### config.mk
export PLATFORM = sky130hd
export DESIGN_NAME = fft_reorder_buf
export DESIGN_NICKNAME = d
export VERILOG_FILES = /design/src/rtl/fft_pkg.sv /design/src/rtl/fft_reorder_bank.sv /design/src/rtl/fft_reorder_buf.sv
export SDC_FILE = /design/constraint.sdc
export NUM_CORES = 1
export LEC_CHECK = 0
export CAP_MARGIN = 0
export CORE_MARGIN = 1.5
export CORE_UTILIZATION = 60
export DETAILED_ROUTE_END_ITERATION = 8
export DONT_BUFFER_PORTS = 1
export PLACE_DENSITY_LB_ADDON = 0.15
export SYNTH_ARGS = -nofsm -noshare
export SYNTH_HDL_FRONTEND = slang
export SYNTH_SLANG_ARGS = --single-unit
### constraint.sdc
create_clock -name clk -period 6.2 [get_ports clk]
set_input_delay 1.24 -clock clk [delete_from_list [all_inputs] [get_ports clk]]
set_output_delay 1.24 -clock clk [all_outputs]
set_load 0.02 [all_outputs]
### src/rtl/fft_pkg.sv
// Shared definitions for the FFT reorder buffer: default sizes, bank state
// encoding and a width-generic bit-reversal helper.
package fft_pkg;

    localparam int DATA_W_DEF = 16;
    localparam int LOG2_N_DEF = 4;
    localparam int LOG2_N_MAX = 10;

    typedef enum logic [1:0] {
        BANK_EMPTY    = 2'd0,
        BANK_FILLING  = 2'd1,
        BANK_FULL     = 2'd2,
        BANK_DRAINING = 2'd3
    } bank_state_e;

    // Reverses the low 'width' bits of 'a'; bits above 'width' come back as 0.
    function automatic logic [LOG2_N_MAX-1:0] bitrev(input logic [LOG2_N_MAX-1:0] a,
                                                     input int                    width);
        logic [LOG2_N_MAX-1:0] src;
        logic [LOG2_N_MAX-1:0] r;
        src = a;
        r   = '0;
        for (int i = 0; i < LOG2_N_MAX; i++) begin
            if (i < width) begin
                r   = {r[LOG2_N_MAX-2:0], src[0]};
                src = src >> 1;
            end
        end
        return r;
    endfunction

endpackage

### src/rtl/fft_reorder_bank.sv
// One frame bank of the reorder buffer: N-word storage, its
// EMPTY/FILLING/FULL/DRAINING state and the per-frame ordering mode bit.
module fft_reorder_bank
    import fft_pkg::*;
#(
    parameter int DATA_W = DATA_W_DEF,
    parameter int LOG2_N = LOG2_N_DEF
) (
    input  logic                clk,
    input  logic                reset,
    input  logic                wr_en,
    input  logic                wr_last,
    input  logic [LOG2_N-1:0]   wr_addr,
    input  logic [2*DATA_W-1:0] wr_data,
    input  logic                mode_in,
    input  logic                rd_en,
    input  logic                rd_last,
    input  logic [LOG2_N-1:0]   rd_addr,
    output logic [2*DATA_W-1:0] rd_data,
    output bank_state_e         state,
    output logic                mode
);

    localparam int N = 1 << LOG2_N;

    logic [2*DATA_W-1:0] mem [N];
    bank_state_e         state_next;

    // NOTE: storage has no reset; stale words are never visible because the
    // bank only reads out after a complete frame has overwritten every entry.
    always_ff @(posedge clk) begin
        if (wr_en) begin
            mem[wr_addr] <= wr_data;
        end
    end

    // NOTE: sequential state uses non-blocking assignments so every register
    // sees the pre-edge value of every other register.
    always_ff @(posedge clk or negedge reset) begin
        if (!reset) begin
            state <= BANK_EMPTY;
            mode  <= 1'b0;
        end else begin
            state <= state_next;
            if (wr_en && state == BANK_EMPTY) begin
                mode <= mode_in;
            end
        end
    end

    // NOTE: next state defaults to the current state before the case so no
    // path through the block leaves it unassigned (no latch).
    always_comb begin
        state_next = state;
        case (state)
            BANK_EMPTY:    if (wr_en)   state_next = wr_last ? BANK_FULL : BANK_FILLING;
            BANK_FILLING:  if (wr_en && wr_last) state_next = BANK_FULL;
            BANK_FULL:     if (rd_en)   state_next = rd_last ? BANK_EMPTY : BANK_DRAINING;
            BANK_DRAINING: if (rd_en && rd_last) state_next = BANK_EMPTY;
            default:       state_next = BANK_EMPTY;
        endcase
    end

    assign rd_data = mem[rd_addr];

endmodule

### src/rtl/fft_reorder_buf.sv
// Ping-pong frame reorder buffer: fills one bank while draining the other,
// emitting each frame in natural or bit-reversed order. Frame markers
// out_sof/out_eof exist only when FFT_REORDER_MARK_EN is defined.
module fft_reorder_buf
    import fft_pkg::*;
#(
    parameter int DATA_W = DATA_W_DEF,
    parameter int LOG2_N = LOG2_N_DEF
) (
    input  logic              clk,
    input  logic              reset,
    input  logic              in_push,
    input  logic [DATA_W-1:0] in_real,
    input  logic [DATA_W-1:0] in_imag,
    input  logic              in_bitrev,
    output logic              in_stall,
    output logic              out_push,
    input  logic              out_stall,
    output logic [DATA_W-1:0] out_real,
    output logic [DATA_W-1:0] out_imag
`ifdef FFT_REORDER_MARK_EN
    ,
    output logic              out_sof,
    output logic              out_eof
`endif
);

    logic                wbank;
    logic                rbank;
    logic [LOG2_N-1:0]   wcnt;
    logic [LOG2_N-1:0]   rcnt;

    bank_state_e         bank_state   [2];
    logic                bank_mode    [2];
    logic [2*DATA_W-1:0] bank_rd_data [2];

    logic                in_xfer;
    logic                out_xfer;
    logic                wr_last;
    logic                rd_last;
    logic                wr_mode;
    logic [LOG2_N-1:0]   wr_addr;

    // Flags depend only on registered bank state, never on out_stall.
    assign in_stall = (bank_state[wbank] == BANK_FULL) || (bank_state[wbank] == BANK_DRAINING);
    assign out_push = (bank_state[rbank] == BANK_FULL) || (bank_state[rbank] == BANK_DRAINING);

    assign in_xfer  = in_push && !in_stall;
    assign out_xfer = out_push && !out_stall;
    assign wr_last  = &wcnt;
    assign rd_last  = &rcnt;

    // The first sample of a frame uses the live mode; the bank latches it then.
    always_comb begin
        wr_mode = (wcnt == '0) ? in_bitrev : bank_mode[wbank];
        wr_addr = wr_mode ? LOG2_N'(bitrev(LOG2_N_MAX'(wcnt), LOG2_N)) : wcnt;
    end

    for (genvar b = 0; b < 2; b++) begin : g_bank
        fft_reorder_bank #(
            .DATA_W (DATA_W),
            .LOG2_N (LOG2_N)
        ) u_bank (
            .clk     (clk),
            .reset   (reset),
            .wr_en   (in_xfer && (wbank == 1'(b))),
            .wr_last (wr_last),
            .wr_addr (wr_addr),
            .wr_data ({in_real, in_imag}),
            .mode_in (in_bitrev),
            .rd_en   (out_xfer && (rbank == 1'(b))),
            .rd_last (rd_last),
            .rd_addr (rcnt),
            .rd_data (bank_rd_data[b]),
            .state   (bank_state[b]),
            .mode    (bank_mode[b])
        );
    end

    always_ff @(posedge clk or negedge reset) begin
        if (!reset) begin
            wbank <= 1'b0;
            rbank <= 1'b0;
            wcnt  <= '0;
            rcnt  <= '0;
        end else begin
            if (in_xfer) begin
                wcnt <= wcnt + 1'b1;
                if (wr_last) wbank <= ~wbank;
            end
            if (out_xfer) begin
                rcnt <= rcnt + 1'b1;
                if (rd_last) rbank <= ~rbank;
            end
        end
    end

    // Data is forced to zero while idle so unwritten storage never leaks out.
    always_comb begin
        out_real = '0;
        out_imag = '0;
        if (out_push) begin
            out_real = bank_rd_data[rbank][2*DATA_W-1:DATA_W];
            out_imag = bank_rd_data[rbank][DATA_W-1:0];
        end
    end

`ifdef FFT_REORDER_MARK_EN
    assign out_sof = out_push && (rcnt == '0);
    assign out_eof = out_push && rd_last;
`endif

endmodule

==> run summary, run 1 <==
status - complete, no violations
max-cap violations - 0
input/output buffers - 0
final hold vios - 0
post-DR wirelength/cell - 32.2 µm
Avg Cell Area, Syn - 20.7 µm²
layout cells sized above 1 - 23.0%
Initial Util - 61.0%
post_cts resized - 0
Post-CTS Hold Buffers - 0
diode count - 0
Placeable Area - 66100 µm²
clk slew on worst S/H paths - 0.06 ns
Cells after Synth - 1949
Vias - 19.9k
Cell Pwr Density - 440 nW/µm²
Final Max Tran Viols - 0
critical path peak fanout - 47
DRC Markers - 0
vias in the first global route - 20.2k
Detail Route Antenna Nets - 0
LEAKAGE - 0.0144 µW
nature of the critical path startpoint - flip-flop
Overall Power - 19700 µW
# IOs - 71
area delta synth->final - 11.2%
die width - 262 µm
Core Rows - 94
Tot GR Track Use - 28.3%
slew margin rel. - 7.54%
number of flops mapped to enable cells by yosys - 1024
root buffer cell - clkbuf_16
antenna violations before repair - 1
Synth top area share - 76.3%
Num CTS Buffers - 101
TritonCTS Sinks - 1040
post-route setup TNS - 0 ns
main flop type after synthesis - edfxtp_1
Synth Cell Area - 40300 µm²
die area - 68700 µm²
Layout Cells excl Fill - 2936
VDD IR-drop max - 0.000299 V
drt initial violations - 2157
mean number of vias per cell - 6.76
Die Span Y - 262 µm
unrepaired setup endpoints after global routing - no
Worst Reg-to-Reg Cells - 7
Seq/Total Area, Yosys - 77.3%
final wirelength - 94600 µm
r2r startpoint - wcnt[0]
Cells after DPL - 2754
Tcrit/Tclk final - 81.2%
GP Congestion - 0.826
Critical Path AT - 3.80 ns
Worst Path Required - 4.96 ns
htree depth - 3
largest cells by area after synthesis - edfxtp_1, mux4_2, mux2i_1
Peak Freq - 0.199 GHz
top cell type by total area after synthesis - edfxtp_1
Synth Register Bits - 1040
Worst Skew - 0.0206 ns
Min Clock Period, post-route - 5.04 ns
syn nets - 1989
Setup CP Type - flip-flop to primary output
Max Root-Sink Buffers - 3
TritonCTS clock tree - built
HPWL after DPL - 50600 µm
Worst Tran Pin Value - 1.38 ns
asr flop ratio synth - 1.54%
final setup fails - 0
Ys Warns - 0
CP Capture Type - primary output
Post-CTS Setup Inserts - 0
drt first pass iters - 5
Final Util - 67.8%
Overflow after GRT - 0
reg2reg setup slack - 2.09 ns
RR Endpoint - g_bank[0].u_bank.mem[4][7]
# nets final - 2033
Distinct cells, synth - 48
hold crit path type - input port to async pin
first-pass GRT wire length - 137000 µm
Clock Latency Late Sink - 0.65 ns
largest net degree at the start of global routing - 77
## kinds of logic (layout without fill, tap and decap cells)
family	Yosys count	after routing	share of synthesized area, %
AOI/OAI and AO/OA	241	241	4.77
xor gates and xnor gates	7	7	0.152
adders and majority gates	3	3	0.0931
buffers and inverters	128	251	1.47
DFF	1040	1040	77.3
muxes	360	360	14.1
and+or+nand+nor	170	170	2.14
## worst max-delay path by stage
stage          startpoint                    endpoint  slack (ns)  depth (start not counted)
2_1_floorplan   in_bitrev  g_bank[1].u_bank.mem[2][0]        0.51                          5
3_3_place_gp      rcnt[3]                 out_imag[7]        1.87                          5
3_5_place_dp      rcnt[1]                 out_real[0]        1.87                          5
4_1_cts           rcnt[3]                 out_imag[7]        1.17                          5
5_1_grt           rcnt[1]                 out_real[0]        1.06                          5
6_report          rcnt[3]                 out_imag[7]        1.16                          5
## per-stage QoR
step | hold WS, ns | cell area, µm² | setup slack, ns
final | 0.274 | 44800 | 1.16
after global routing | 0.253 | 44800 | 1.06
after CTS | 0.243 | 44800 | 1.17
after detailed placement | 0.525 | 41500 | 1.87
after global placement | 0.509 | 41500 | 1.87
after floorplan | 0.497 | 40300 | 0.512
## state kept, by name, indices dropped and copies added, names as in the netlist
register / cells
wbank: 1
rcnt: 4
rbank: 1
wcnt: 4
g_bank.u_bank.mem: 1024
g_bank.u_bank.mode: 2
g_bank.u_bank.state: 4
## cell type report
type                    instances  area (µm²)
clock buffers                 125        2700
clock inverters                57         571
fillers                      4158       21300
inverters                       3        11.3
multi-input cells             781        8760
flip-flops and latches       1040       31200
well taps                     864        1080
repair buffers                 66         520
## layer usage
metal,track usage (%),part of all wire [%],vias up
met4,10.5,3.5,0
li1,-,-,8263
met3,5.98,8.0,180
met1,38.0,39,10600
met2,46.3,49,816
met5,0,0,-
## cells in the final DEF (no fill, tap or decap), drive strengths merged, types with 3 or more instances in the layout
cell / instances
nor4: 8
o22ai: 63
xnor2: 4
o21ai: 4
edfxtp: 1024
a21oi: 4
mux2i: 161
nor3: 55
xor2: 3
buf: 66
nand3: 6
nand2: 9
ha: 3
mux4: 162
nand2b: 5
bufinv: 11
dfrtp: 16
a211oi: 32
mux2: 37
clkinv: 43
nor2b: 36
o221a: 31
o221ai: 32
clkbuf: 125
a21o: 31
a22oi: 3
nor2: 42
inv: 4
a211o: 31
## worst max-delay path, stage by stage (launching register included)
cell,delay (ns)
dfrtp_4,1.07
nand3_4,0.73
buf_4,0.53
o22ai_1,0.24
a211o_1,0.14
o221a_2,0.37
## synthesized netlist by cell type (all sizes together) (3+ instances only)
master,n
edfxtp,1024
mux4,162
mux2i,161
buf,63
o22ai,63
clkbuf,62
nor3,55
nor2,42
mux2,37
nor2b,36
a211oi,32
o221ai,32
a211o,31
a21o,31
o221a,31
dfrtp,16
nand2,9
nor4,8
nand3,6
nand2b,5
a21oi,4
o21ai,4
xnor2,4
a22oi,3
ha,3
inv,3
xor2,3
## power breakdown
| group | internal (µW) | total, µW | switching (µW) |
|---|---|---|---|
| logic | 2070 | 5070 | 3000 |
| registers | 8230 | 8610 | 383 |
| clock network | 3540 | 6060 | 2520 |
| total | 13800 | 19700 | 5900 |
Power figures use the tool's default switching activity.
==> run 2, diff against run 1 <==
clock period = 5 ns   (was 6.2 ns; I/O delays follow)
==> run summary, run 2 (synthesized netlist as in run 1, its figures left out) <==
CP Capture Type - primary output
CP Cell Sequence - nand2_2, a211oi_1, nor3_1, o221a_2
post-DR wirelength/cell - 31.7 µm (-1.8%)
DRC Markers - 0 (unchanged)
VDD IR-drop max - 0.000482 V (+61%)
Die Span Y - 262 µm (unchanged)
Tot GR Track Use - 28.1% (-0.23 points)
Peak Freq - 0.231 GHz
Clock Power Share - 29.7% (-1.0 points)
Min Hold Slack - 0.0455 ns (-0.228 ns)
LEAKAGE - 0.0144 µW (about the same)
Overflow after GRT - 0 (unchanged)
Post-CTS Setup Inserts - 0 (unchanged)
unrepaired setup endpoints after global routing - no
final setup fails - 0 (unchanged)
TritonCTS clock tree - built
nature of the critical path startpoint - flip-flop
post_cts resized - 0 (unchanged)
final hold vios - 0 (unchanged)
Post-CTS Hold Buffers - 0 (unchanged)
delay-heaviest family, CP - simple AND/OR/NAND/NOR gates
uppermost layer routed - met4
Detail Route Antenna Nets - 0 (unchanged)
met2 WL - 45600 µm (-2.7%)
Comb power frac - 26.8% (+1.1 points)
final wirelength - 93300 µm (-1.5%)
net switching power - 7310 µW (+24%)
mean number of vias per cell - 6.70 (-0.93%)
largest net degree at the start of global routing - 104 (+35%)
Overall Power - 24300 µW (+23%)
drt first pass iters - 5 (unchanged)
Cell Pwr Density - 541 nW/µm² (+23%)
area delta synth->final - 11.3%
htree depth - 3 (unchanged)
Vias - 19.7k (-0.63%)
Reg power frac - 43.6% (about the same)
Worst Path Required - 4.00 ns (-0.96 ns)
antenna violations before repair - 0 (-1)
largest reg by FF count - g_bank.u_bank.mem
commonest non-fill, non-tap cell in the layout - edfxtp_1
status - complete, no violations
Critical Path AT - 3.32 ns (-0.48 ns)
highest cell delay on the worst timing path - 0.76 ns (-0.31 ns)
Min Clock Period, post-route - 4.32 ns
commonest cells after routing, fill and taps aside - edfxtp_1, mux4_2, mux2i_1
max reg flops - 1024 (unchanged)
input/output buffers - 0 (unchanged)
slew margin rel. - 18.2% (+11 points)
Placeable Area - 66100 µm² (unchanged)
die width - 262 µm (unchanged)
diode count - 0 (unchanged)
worst path bufs/invs - 0 (-1)
max-cap violations - 0 (unchanged)
vias in the first global route - 20.2k (-0.25%)
# nets final - 2039 (+0.30%)
clk slew on worst S/H paths - 0.06 ns (about the same)
Num CTS Buffers - 101 (unchanged)
Met1 Wirelength - 36200 µm (-2.0%)
Final Max Tran Viols - 0 (unchanged)
Worst Tran Pin Value - 1.23 ns (-0.149 ns)
GP Congestion - 0.830 (+0.57%)
TritonCTS Sinks - 1040 (unchanged)
Max Root-Sink Buffers - 3 (unchanged)
Core Rows - 94 (unchanged)
switching part of the total - 30.1% (+0.19 points)
met3 wire length - 7810 µm (+3.1%)
root buffer cell - clkbuf_16
layout cells sized above 1 - 22.6% (-0.44 points)
Tcrit/Tclk final - 86.5%
Setup CP Type - flip-flop to primary output
HPWL after DPL - 50700 µm (+0.31%)
post-route setup TNS - 0 ns (unchanged)
hold crit path type - input port to async pin
drt initial violations - 2092 (-3.0%)
Cells after DPL - 2760 (+0.22%)
first-pass GRT wire length - 136000 µm (-1.3%)
die area - 68700 µm² (unchanged)
slowest CP cell - nand2_2
Int Pwr - 17000 µW (+23%)
critical path peak fanout - 31 (-34%)
Layout Cells excl Fill - 2945 (+0.31%)
Worst Skew - 0.0195 ns (-0.00115 ns)
Initial Util - 61.0% (unchanged)
Final Util - 67.9% (+0.074 points)
Clock Latency Late Sink - 0.64 ns (about the same)
# IOs - 71 (unchanged)
[run 2: layout make-up]
cell class,instances,area (µm²)
Clock buffer,129,2680
Clock inverter,56,447
Fill cell,4158,21200
Inverter,3,11.3
Multi-Input combinational cell,781,8810
Sequential cell,1040,31200
Tap cell,864,1080
Timing Repair Buffer,72,666
[run 2: routing by layer]
metal	up-vias	track usage [%]
li1	8272	-
met1	10400	37.8
met2	871	45.0
met3	167	6.37
met4	0	11.4
met5	-	0.0694
[run 2: power groups by stage]
| stage | Combinational, µW | Clock, µW | Sequential, µW |
|---|---|---|---|
| floorplan | 4870 | 0 | 10500 |
| global placement | 6450 | 0 | 10700 |
| detailed placement | 6530 | 0 | 10800 |
| CTS | 6550 | 7310 | 10600 |
| global route | 6870 | 7650 | 10600 |
| finish | 6500 | 7210 | 10600 |
[run 2: worst paths after layout]
check                                           start  slack [ns]                           to  cells past startpoint
min in group clk                           in_imag[8]        0.45   g_bank[1].u_bank.mem[0][8]                      0
worst max-delay path                          rcnt[3]        0.68                  out_imag[0]                      4
worst max register to register                wcnt[0]        1.29  g_bank[0].u_bank.mem[5][15]                      7
worst min register to register  g_bank[1].u_bank.mode        0.55        g_bank[1].u_bank.mode                      1
worst min-delay path                            reset        0.05                      rcnt[3]                      0
max in group asynchronous                       reset        4.86                      rcnt[2]                      0
[run 2: metrics by stage]
step,worst slack (ns),area (µm²)
2_1_floorplan,-0.448,40300
3_3_place_gp,1.40,41700
3_5_place_dp,1.36,41700
4_1_cts,0.668,44900
5_1_grt,0.573,44900
6_report,0.677,44900
